===== src/rtl/response_timer.sv =====
// Per-symbol response window: loads CYCLES-1, counts down while run is high,
// and flags expiry when the count sits at zero.
module response_timer #(
  parameter int CYCLES = 16,
  parameter int W      = $clog2(CYCLES + 1)
) (
  input  logic clk,
  input  logic rst,
  input  logic load,
  input  logic run,
  output logic expired
);

  logic [W-1:0] count;

  always_ff @(posedge clk or posedge rst) begin
    if (rst) begin
      count <= '0;
    end else if (load) begin
      count <= W'(CYCLES - 1);
    end else if (run && count != '0) begin
      count <= count - W'(1);
    end
  end

  assign expired = (count == '0);

endmodule


===== config.mk =====
export PLATFORM = sky130hd
export DESIGN_NAME = response_timer
export DESIGN_NICKNAME = d
export VERILOG_FILES = /design/src/rtl/response_timer.sv
export SDC_FILE = /design/constraint.sdc
export NUM_CORES = 1
export LEC_CHECK = 0
export BUFFER_PORTS_ARGS = -buffer_cell sky130_fd_sc_hd__buf_4
export CAP_MARGIN = 20
export CORE_AREA = 2 2 39 41
export CTS_CLUSTER_DIAMETER = 60
export DETAILED_ROUTE_END_ITERATION = 7
export DIE_AREA = 0 0 41 43
export GPL_TIMING_DRIVEN = 0
export SYNTH_ARGS = -nofsm -noshare
export SYNTH_HDL_FRONTEND = slang
export SYNTH_SLANG_ARGS = --single-unit

===== constraint.sdc =====
create_clock -name clk -period 2.2 [get_ports clk]
set_clock_uncertainty 0.15 [all_clocks]
set_input_delay 0.33 -clock clk [delete_from_list [all_inputs] [get_ports clk]]
set_output_delay 0.33 -clock clk [all_outputs]
set_load 0.01 [all_outputs]

==> results.yml, run 1 <==
clocking:
  clockBufferDepth: 2
  htree_num_levels: 1
  path_clk_slew_ps: 40
  post_cts_buffers: 0
  cts_tree: "done"
  clk_latency_ps: 240
  root_buffer: "clkbuf_4"
  clock-sinks: 5
  cts-buffers-inserted: 3
routing:
  wl_met3_um: 26
  routedWlPerCell_um: 8.760
  met1_length_um: 201
  wl_met2_um: 210
  top_layer: "met3"
  num_vias: 198
  drt_first_pass_iters: 1
  drt_iter0_markers: 0
  drt-vias-per-instance: 3.960
  drc_errors: 0
  wl_um: 438
  ant_nets: 0
setup_path:
  path_class: "flop to primary output"
  crit_arrival_ps: 1330
  crit_fanout: 4
  crit_slowest_cell: "dfrtp_1"
  worstPathCellList: "inv_1 -> ha_1 -> nor4b_4 -> buf_4"
  cp-start-kind: "flop"
  max_stage_delay_ps: 380
  endpoint_kind: "primary output"
  worst_ep_required_time_ps: 1720
pwr:
  ir_drop_mv: 0.1911
  p_int_uw: 175.9
  p_sw_share_pct: 21.06
  comb_power_share_pct: 9.7
  seqPwrFrac_pct: 44.4
  p_leak_uw: 0.0001582
  power_switching_uw: 46.92
  pwr_density_cell_mw_per_mm2: 622.6
  clkPwrFrac_pct: 45.9
timing:
  post-route-min-period_ps: 1813
  maxSlewHeadroom_pct: 80.91
  setup_viol: 0
  finalHoldViolCount: 0
  fin_setup_tns_ps: 0
  worst_slew_pin_slew_ps: 285.2
  slew_viol_final: 0
  min_period_over_period_pct: 82.43
  layout_setup_ws_ps: 386.5
  rsz0062_at_grt: "no"
  timing.fmax_ghz: 0.5514
logic_synthesis:
  synth_top_cell_area_share_pct: 46.08
  synth_area_per_cell_um2: 10.86
  post_synth_instance_area_um2: 271.5
  ys_top_cells_by_area: "dfrtp_1, nor4b_4, mux2i_1"
  ys_warn_count: 0
  yosys.area.top_type: "dfrtp_1"
  syn-num-nets: 30
  seq_area_frac_synth_pct: 46.08
  synthesis.instances: 25
  synth_seq_cells: 5
  yosysUniqueCellTypes: 14
layout:
  final_common_cell: "dfrtp_1"
  ff_latch_area_um2: 125.1
  final_nets: 40
  reg_top3: "count x5"
  syn2layout_area_growth_pct: 31.80
  multi_input_area_um2: 131.4
  finish.instance_area_um2: 357.8
  drive_gt1_share_pct: 26.47
  largest_reg_flops: 5
  largest_register: "count"
  antennaDiodeCount: 0
  final_cell_mix: "dfrtp_1, inv_1, buf_4"
  fill_cells: 154
global_routing:
  grt_max_degree: 8
  grt_antenna_before_repair: 0
  grt_pass1_vias: 202
  grt_first_pass_wirelength_um: 765
  overflow: 0
  grt_usage_pct: 7.186
floorplan:
  rows: 14
  initial_core_util_pct: 19.62
  ioPinCount: 5
  core-area_mm2: 0.001384
  dieWidth_um: 41
  dieHeight_um: 43
  die_area_mm2: 0.001763
min_path:
  hp-class: "input pin to flop"
place:
  io_buffer_count: 4
  place_area_um2: 321.6
  gp_congestion: 0.5892
  place_ws_ps: 621.9
outcome:
  status: "finished clean"
flow_run:
  maxCapViolations: 0
power groups by stage:
| stage | Combinational, µW | Clock, µW | Sequential (µW) |
|---|---|---|---|
| 3_5_place_dp | 20.8 | 0 | 100 |
| 6_report | 21.6 | 102 | 99.0 |
| 3_3_place_gp | 20.4 | 0 | 100 |
| 2_1_floorplan | 12.6 | 0 | 99.6 |
| 4_1_cts | 22.3 | 109 | 99.0 |
| 5_1_grt | 24.9 | 111 | 99.8 |
per-layer routing:
layer | up-vias | global-route usage, %
met5 | - | 0
met4 | 0 | 10.00
met3 | 0 | 1.571
met2 | 4 | 8.750
met1 | 89 | 8.251
li1 | 105 | -
synth_stat cells:
master and number:
inv_1 4, dfrtp_1 5, a21oi_1 1, nor4b_4 1, nor3_1 1, ha_1 1, nor2_1 3, a211o_1 1
o311a_2 1, nor2b_1 2, mux2i_1 2, nand2_1 1, o31ai_1 1, or4b_1 1
final timing paths:
check | cells after the start | startpoint | slack [ps] | endpoint
worst min register to register | 1 | count[4] | 410 | count[4]
worst max-delay path | 4 | count[0] | 390 | expired
min in group asynchronous | 3 | rst | 400 | count[0]
worst max register to register | 2 | count[2] | 640 | count[3]
worst min-delay path | 2 | load | 200 | count[3]
max in group asynchronous | 3 | rst | 1340 | count[2]
cells by family (layout without fill, tap and decap cells):
| kind of cell | count (synthesis) | after routing | synth area share (%) |
|---|---|---|---|
| muxes | 2 | 2 | 7.374 |
| DFF | 5 | 5 | 46.08 |
| adders and majority gates | 1 | 1 | 4.608 |
| AOI/OAI and AO/OA | 4 | 4 | 11.98 |
| buffers and inverters | 4 | 13 | 5.528 |
| and+or+nand+nor | 9 | 9 | 24.42 |
critical path: cells and delay by family, from the launching register on:
family | cells | cell delay (ps)
AND/OR/NAND/NOR | 1 | 270
buffers and inverters | 2 | 260
flip-flops | 1 | 380
adder cells (fa/ha/maj) | 1 | 180
metrics by stage:
step / hold slack [ps] / total power [µW] / util [%] / instances
2_1_floorplan: -41.48 / 112.2 / - / 25
3_3_place_gp: 89.28 / 120.5 / 23.24 / 45
3_5_place_dp: 92.66 / 121.1 / 23.24 / 45
4_1_cts: 200.6 / 229.8 / 25.86 / 50
5_1_grt: 211.7 / 235.5 / 25.86 / 50
6_report: 200.1 / 222.8 / 25.86 / 50
cell type report:
| type | count | share of cell area [%] |
|---|---|---|
| Multi-Input combinational cell | 16 | 36.71 |
| Sequential cell | 5 | 34.97 |
| Timing Repair Buffer | 5 | 11.19 |
| Clock buffer | 4 | 7.343 |
| Tap cell | 16 | 5.594 |
| Inverter | 4 | 4.196 |
timing repair:
action,4_1_cts,5_1_grt
resized for setup,0,0
hold buffers,1,0
endpoints found under the hold margin,5,0
No activity file was read; power rests on OpenSTA's default activity.
==> run 2: changes to the inputs <==
==> constraint.sdc (replaced) <==
create_clock -name clk -period 1.7 [get_ports clk]
set_clock_uncertainty 0.15 [all_clocks]
set_input_delay 0.255 -clock clk [delete_from_list [all_inputs] [get_ports clk]]
set_output_delay 0.255 -clock clk [all_outputs]
set_load 0.01 [all_outputs]
==> results.yml, run 2 (synthesis results as in run 1) <==
layout:
  reg_top3: "count x5"
  antennaDiodeCount: 0
  drive_gt1_share_pct: 40.54
  largest_register: "count"
  fill_cells: 154
  final_nets: 43
  finish.instance_area_um2: 392.9
  final_cell_mix: "buf_4, dfrtp_1, nor2_1, clkbuf_4"
  largest_reg_flops: 5
  final_common_cell: "buf_4"
  syn2layout_area_growth_pct: 44.70
min_path:
  hp-class: "input pin to flop"
  hold_path_depth: 2
routing:
  routedWlPerCell_um: 9.264
  drt_iter0_markers: 0
  ant_nets: 0
  wl_um: 491
  drc_errors: 0
  num_vias: 210
  drt_first_pass_iters: 1
  drt-vias-per-instance: 3.962
setup_path:
  max_stage_delay_ps: 390
  rr_endpoint: "count[3]"
  rrSetupSlack_ps: 130
  r2r_cells: 2
  endpoint_kind: "primary output"
  crit_fanout: 3
  crit_arrival_ps: 1200
  cp-start-kind: "flop"
  worstPathCellList: "inv_2 -> ha_4 -> nor4b_4 -> buf_4"
  worst_ep_required_time_ps: 1290
  r2r_start: "count[2]"
  crit_slowest_cell: "dfrtp_1"
  path_class: "flop to primary output"
  endpoint: "expired"
  crit_path_start: "count[1]"
pwr:
  power_switching_uw: 65.40
  seqPwrFrac_pct: 42.9
  p_leak_uw: 0.0001675
  clkPwrFrac_pct: 44.0
  p_int_uw: 234.8
  ir_drop_mv: 0.2740
  comb_power_share_pct: 13.1
  pwr_density_cell_mw_per_mm2: 764.2
  power_uw: 300.2
  p_sw_share_pct: 21.78
timing:
  min_period_over_period_pct: 94.14
  worst_slew_pin_slew_ps: 230.9
  fin_setup_tns_ps: 0
  setup_viol: 0
  timing.fmax_ghz: 0.6249
  post-route-min-period_ps: 1600
  maxSlewHeadroom_pct: 84.48
  rsz0062_at_grt: "no"
  layout_setup_ws_ps: 99.63
  finalHoldViolCount: 0
  slew_viol_final: 0
clocking:
  path_clk_slew_ps: 40
  htree_num_levels: 1
  cts-buffers-inserted: 3
  clock-sinks: 5
  clk_latency_ps: 240
  clockBufferDepth: 2
  cts_tree: "done"
  root_buffer: "clkbuf_4"
floorplan:
  initial_core_util_pct: 19.62
  rows: 14
  die_area_mm2: 0.001763
  ioPinCount: 5
  dieHeight_um: 43
  dieWidth_um: 41
  core-area_mm2: 0.001384
outcome:
  status: "finished clean"
global_routing:
  grt_max_degree: 8
  grt_antenna_before_repair: 0
  grt_pass1_vias: 202
  grt_first_pass_wirelength_um: 765
  overflow: 0
  grt_usage_pct: 7.186
place:
  place_ws_ps: 121.9
  gp_congestion: 0.5892
  place_area_um2: 321.6
  io_buffer_count: 4
flow_run:
  maxCapViolations: 0
[run 2: cell count changes in the layout (fill, tap and decap cells not counted), sizes merged]
cell,delta
buf,+3
[run 2: how the worst min path moves through the flow]
stage          from        to
2_1_floorplan   rst  count[0]
3_3_place_gp    rst  count[3]
3_5_place_dp    rst  count[0]
4_1_cts        load  count[3]
5_1_grt        load  count[3]
6_report       load  count[3]
[run 2: routing by layer]
layer	track usage [%]	wire (µm)	share of wire [%]	vias up
li1	-	-	-	111
met3	1.571	26	5.3	0
met5	0	0	0	-
met4	10.00	0	0	0
met1	8.251	218	44	95
met2	8.750	247	50	4
[run 2: repair_timing]
item,CTS,global route
pin swaps,0,1
hold endpoints to repair,5,0
gates resized for setup,0,4
hold buffers,1,0
buffers inserted,1,2
endpoints found under the setup margin,1,4
[run 2: area by class of cell]
class | instances | area, µm² | share of cell area, %
Multi-Input combinational cell | 16 | 143.9 | 36.62
Clock buffer | 4 | 26.28 | 6.688
Timing Repair Buffer | 8 | 62.56 | 15.92
Sequential cell | 5 | 125.1 | 31.85
Tap cell | 16 | 20.02 | 5.096
Inverter | 4 | 15.01 | 3.822
[run 2: power groups by stage]
stage | Combinational, µW | Clock, µW | Sequential [µW]
finish | 39.3 | 132 | 129
detailed placement | 27.0 | 0 | 130
CTS | 28.8 | 141 | 128
floorplan | 16.3 | 0 | 129
global placement | 26.3 | 0 | 130
global route | 43.8 | 143 | 130
[run 2: critical path, delay by kind of cell, from the launching register on]
kind	cells	cell delay (ps)
simple gates	1	190
flops	1	390
fa+ha+maj	1	130
buf+inv	2	240
[run 2: metrics by stage]
step	hold WS (ps)	utilization (%)	cells
after floorplan	-116.5	-	25
after global placement	14.28	23.24	45
after detailed placement	17.66	23.24	45
after CTS	125.6	26.40	51
after global routing	136.7	28.39	53
final	129.4	28.39	53
==> run 3: changes to the inputs <==
--- a/config.mk
+++ b/config.mk
@@ -7,11 +7,14 @@
 export LEC_CHECK = 0
 export BUFFER_PORTS_ARGS = -buffer_cell sky130_fd_sc_hd__buf_4
 export CAP_MARGIN = 20
+export CELL_PAD_IN_SITES_DETAIL_PLACEMENT = 1
+export CELL_PAD_IN_SITES_GLOBAL_PLACEMENT = 2
 export CORE_AREA = 2 2 39 41
 export CTS_CLUSTER_DIAMETER = 60
 export DETAILED_ROUTE_END_ITERATION = 7
 export DIE_AREA = 0 0 41 43
 export GPL_TIMING_DRIVEN = 0
+export PLACE_DENSITY_LB_ADDON = 0.1
 export SYNTH_ARGS = -nofsm -noshare
 export SYNTH_HDL_FRONTEND = slang
 export SYNTH_SLANG_ARGS = --single-unit
==> results.yml, run 3 (synthesis results as in run 1) <==
outcome:
  status: "finished clean"
setup_path:
  endpoint_kind: "primary output"
  crit_path_start: "count[0]"
  crit_arrival_ps: 1220
  cp-start-kind: "flop"
  path_class: "flop to primary output"
  rrSetupSlack_ps: 110
  r2r_cells: 3
  crit_fanout: 3
  r2r_start: "count[1]"
  worst_ep_required_time_ps: 1290
  rr_endpoint: "count[3]"
floorplan:
  dieHeight_um: 43
  die_area_mm2: 0.001763
  ioPinCount: 5
  dieWidth_um: 41
  rows: 14
  initial_core_util_pct: 19.62
  core-area_mm2: 0.001384
routing:
  drc_errors: 0
  drt-vias-per-instance: 4.115
  drt_iter0_markers: 0
  num_vias: 214
  wl_um: 596
  routedWlPerCell_um: 11.46
  drt_first_pass_iters: 1
  ant_nets: 0
timing:
  min_period_over_period_pct: 95.57
  fin_setup_tns_ps: 0
  timing.hold.ws_ps: 119.5
  rsz0062_at_grt: "no"
  worst_slew_pin_slew_ps: 249.7
  setup_viol: 0
  post-route-min-period_ps: 1625
  timing.fmax_ghz: 0.6155
  maxSlewHeadroom_pct: 83.32
  slew_viol_final: 0
  finalHoldViolCount: 0
clocking:
  htree_num_levels: 1
  clock-sinks: 5
  path_clk_slew_ps: 40
  cts-buffers-inserted: 3
  root_buffer: "clkbuf_4"
  cts_tree: "done"
  clk_latency_ps: 240
  clockBufferDepth: 2
layout:
  final_cell_mix: "buf_4, dfrtp_1, inv_1, nor2_1, clkbuf_4"
  syn2layout_area_growth_pct: 41.94
  largest_reg_flops: 5
  multi_input_area_um2: 143.9
  antennaDiodeCount: 0
  ff_latch_area_um2: 125.1
  fill_cells: 165
  largest_register: "count"
  drive_gt1_share_pct: 36.11
  final_common_cell: "buf_4"
  final_nets: 42
  reg_top3: "count x5"
min_path:
  hp-start: "load"
  hold_path_depth: 2
  hp-class: "input pin to flop"
  min_to: "count[3]"
pwr:
  seqPwrFrac_pct: 42.5
  p_int_uw: 231.9
  pwr_density_cell_mw_per_mm2: 781.9
  p_sw_share_pct: 23.05
  ir_drop_mv: 0.2973
  comb_power_share_pct: 12.2
  power_switching_uw: 69.46
  clkPwrFrac_pct: 45.2
  p_leak_uw: 0.0001644
global_routing:
  overflow: 0
  grt_antenna_before_repair: 0
  grt_max_degree: 8
  grt_pass1_vias: 231
  grt_first_pass_wirelength_um: 1014
  grt_usage_pct: 8.990
flow_run:
  maxCapViolations: 0
place:
  io_buffer_count: 4
  dp_hpwl_um: 431.3
  gp_congestion: 0.6238
run 3: cell count changes in the layout (fill, tap and decap cells not counted):
cell,change
buf_4,-1
inv_1,+1
inv_2,-1
run 3: repair_timing:
| item | in CTS | in global routing |
|---|---|---|
| setup buffers | 1 | 1 |
| setup endpoints to repair | 1 | 1 |
| hold endpoints to repair | 5 | 0 |
| pin swaps | 0 | 1 |
| hold buffers | 1 | 0 |
| gates resized for setup | 2 | 1 |
run 3: final cells by class:
type,count,share of cell area (%)
Multi-Input combinational cell,16,37.34
Sequential cell,5,32.47
Timing Repair Buffer,7,14.29
Clock buffer,4,6.818
Tap cell,16,5.195
Inverter,4,3.896
run 3: worst max path at each step:
stage,slack (ps),end
detailed placement,130,count[3]
CTS,10,expired
finish,80,expired
global placement,130,count[3]
global route,2,expired
floorplan,190,count[3]
run 3: routing by layer:
metal / wire, µm / share of wire [%] / global-route usage (%) / up-vias
met1: 289 / 48 / 11.48 / 102
li1: - / - / - / 110
met3: 17 / 2.9 / 3.141 / 0
met4: 0 / 0 / 6.000 / 0
met2: 289 / 48 / 12.19 / 2
met5: 0 / 0 / 0 / -
run 3: power by group through the flow:
stage | combinational (µW) | clock (µW) | sequential, µW
2_1_floorplan | 16.3 | 0 | 129
3_3_place_gp | 27.1 | 0 | 130
3_5_place_dp | 28.3 | 0 | 130
4_1_cts | 31.3 | 144 | 129
5_1_grt | 41.6 | 152 | 128
6_report | 36.9 | 136 | 128
run 3: per-stage QoR:
step / area, µm² / util (%) / worst slack, ps / cells / power (µW)
6_report: 385.4 / 27.85 / 75.29 / 52 / 301.3
5_1_grt: 385.4 / 27.85 / 2.303 / 52 / 321.8
4_1_cts: 367.9 / 26.58 / 10.05 / 51 / 304.6
3_5_place_dp: 321.6 / 23.24 / 129.0 / 45 / 158.5
3_3_place_gp: 321.6 / 23.24 / 134.9 / 45 / 157.4
2_1_floorplan: 271.5 / - / 185.6 / 25 / 145.2
run 3: critical path, cell delays in order (launching register included):
cell,delay (ps)
dfrtp_1,400
inv_2,80
ha_4,130
nor4b_4,210
buf_4,170
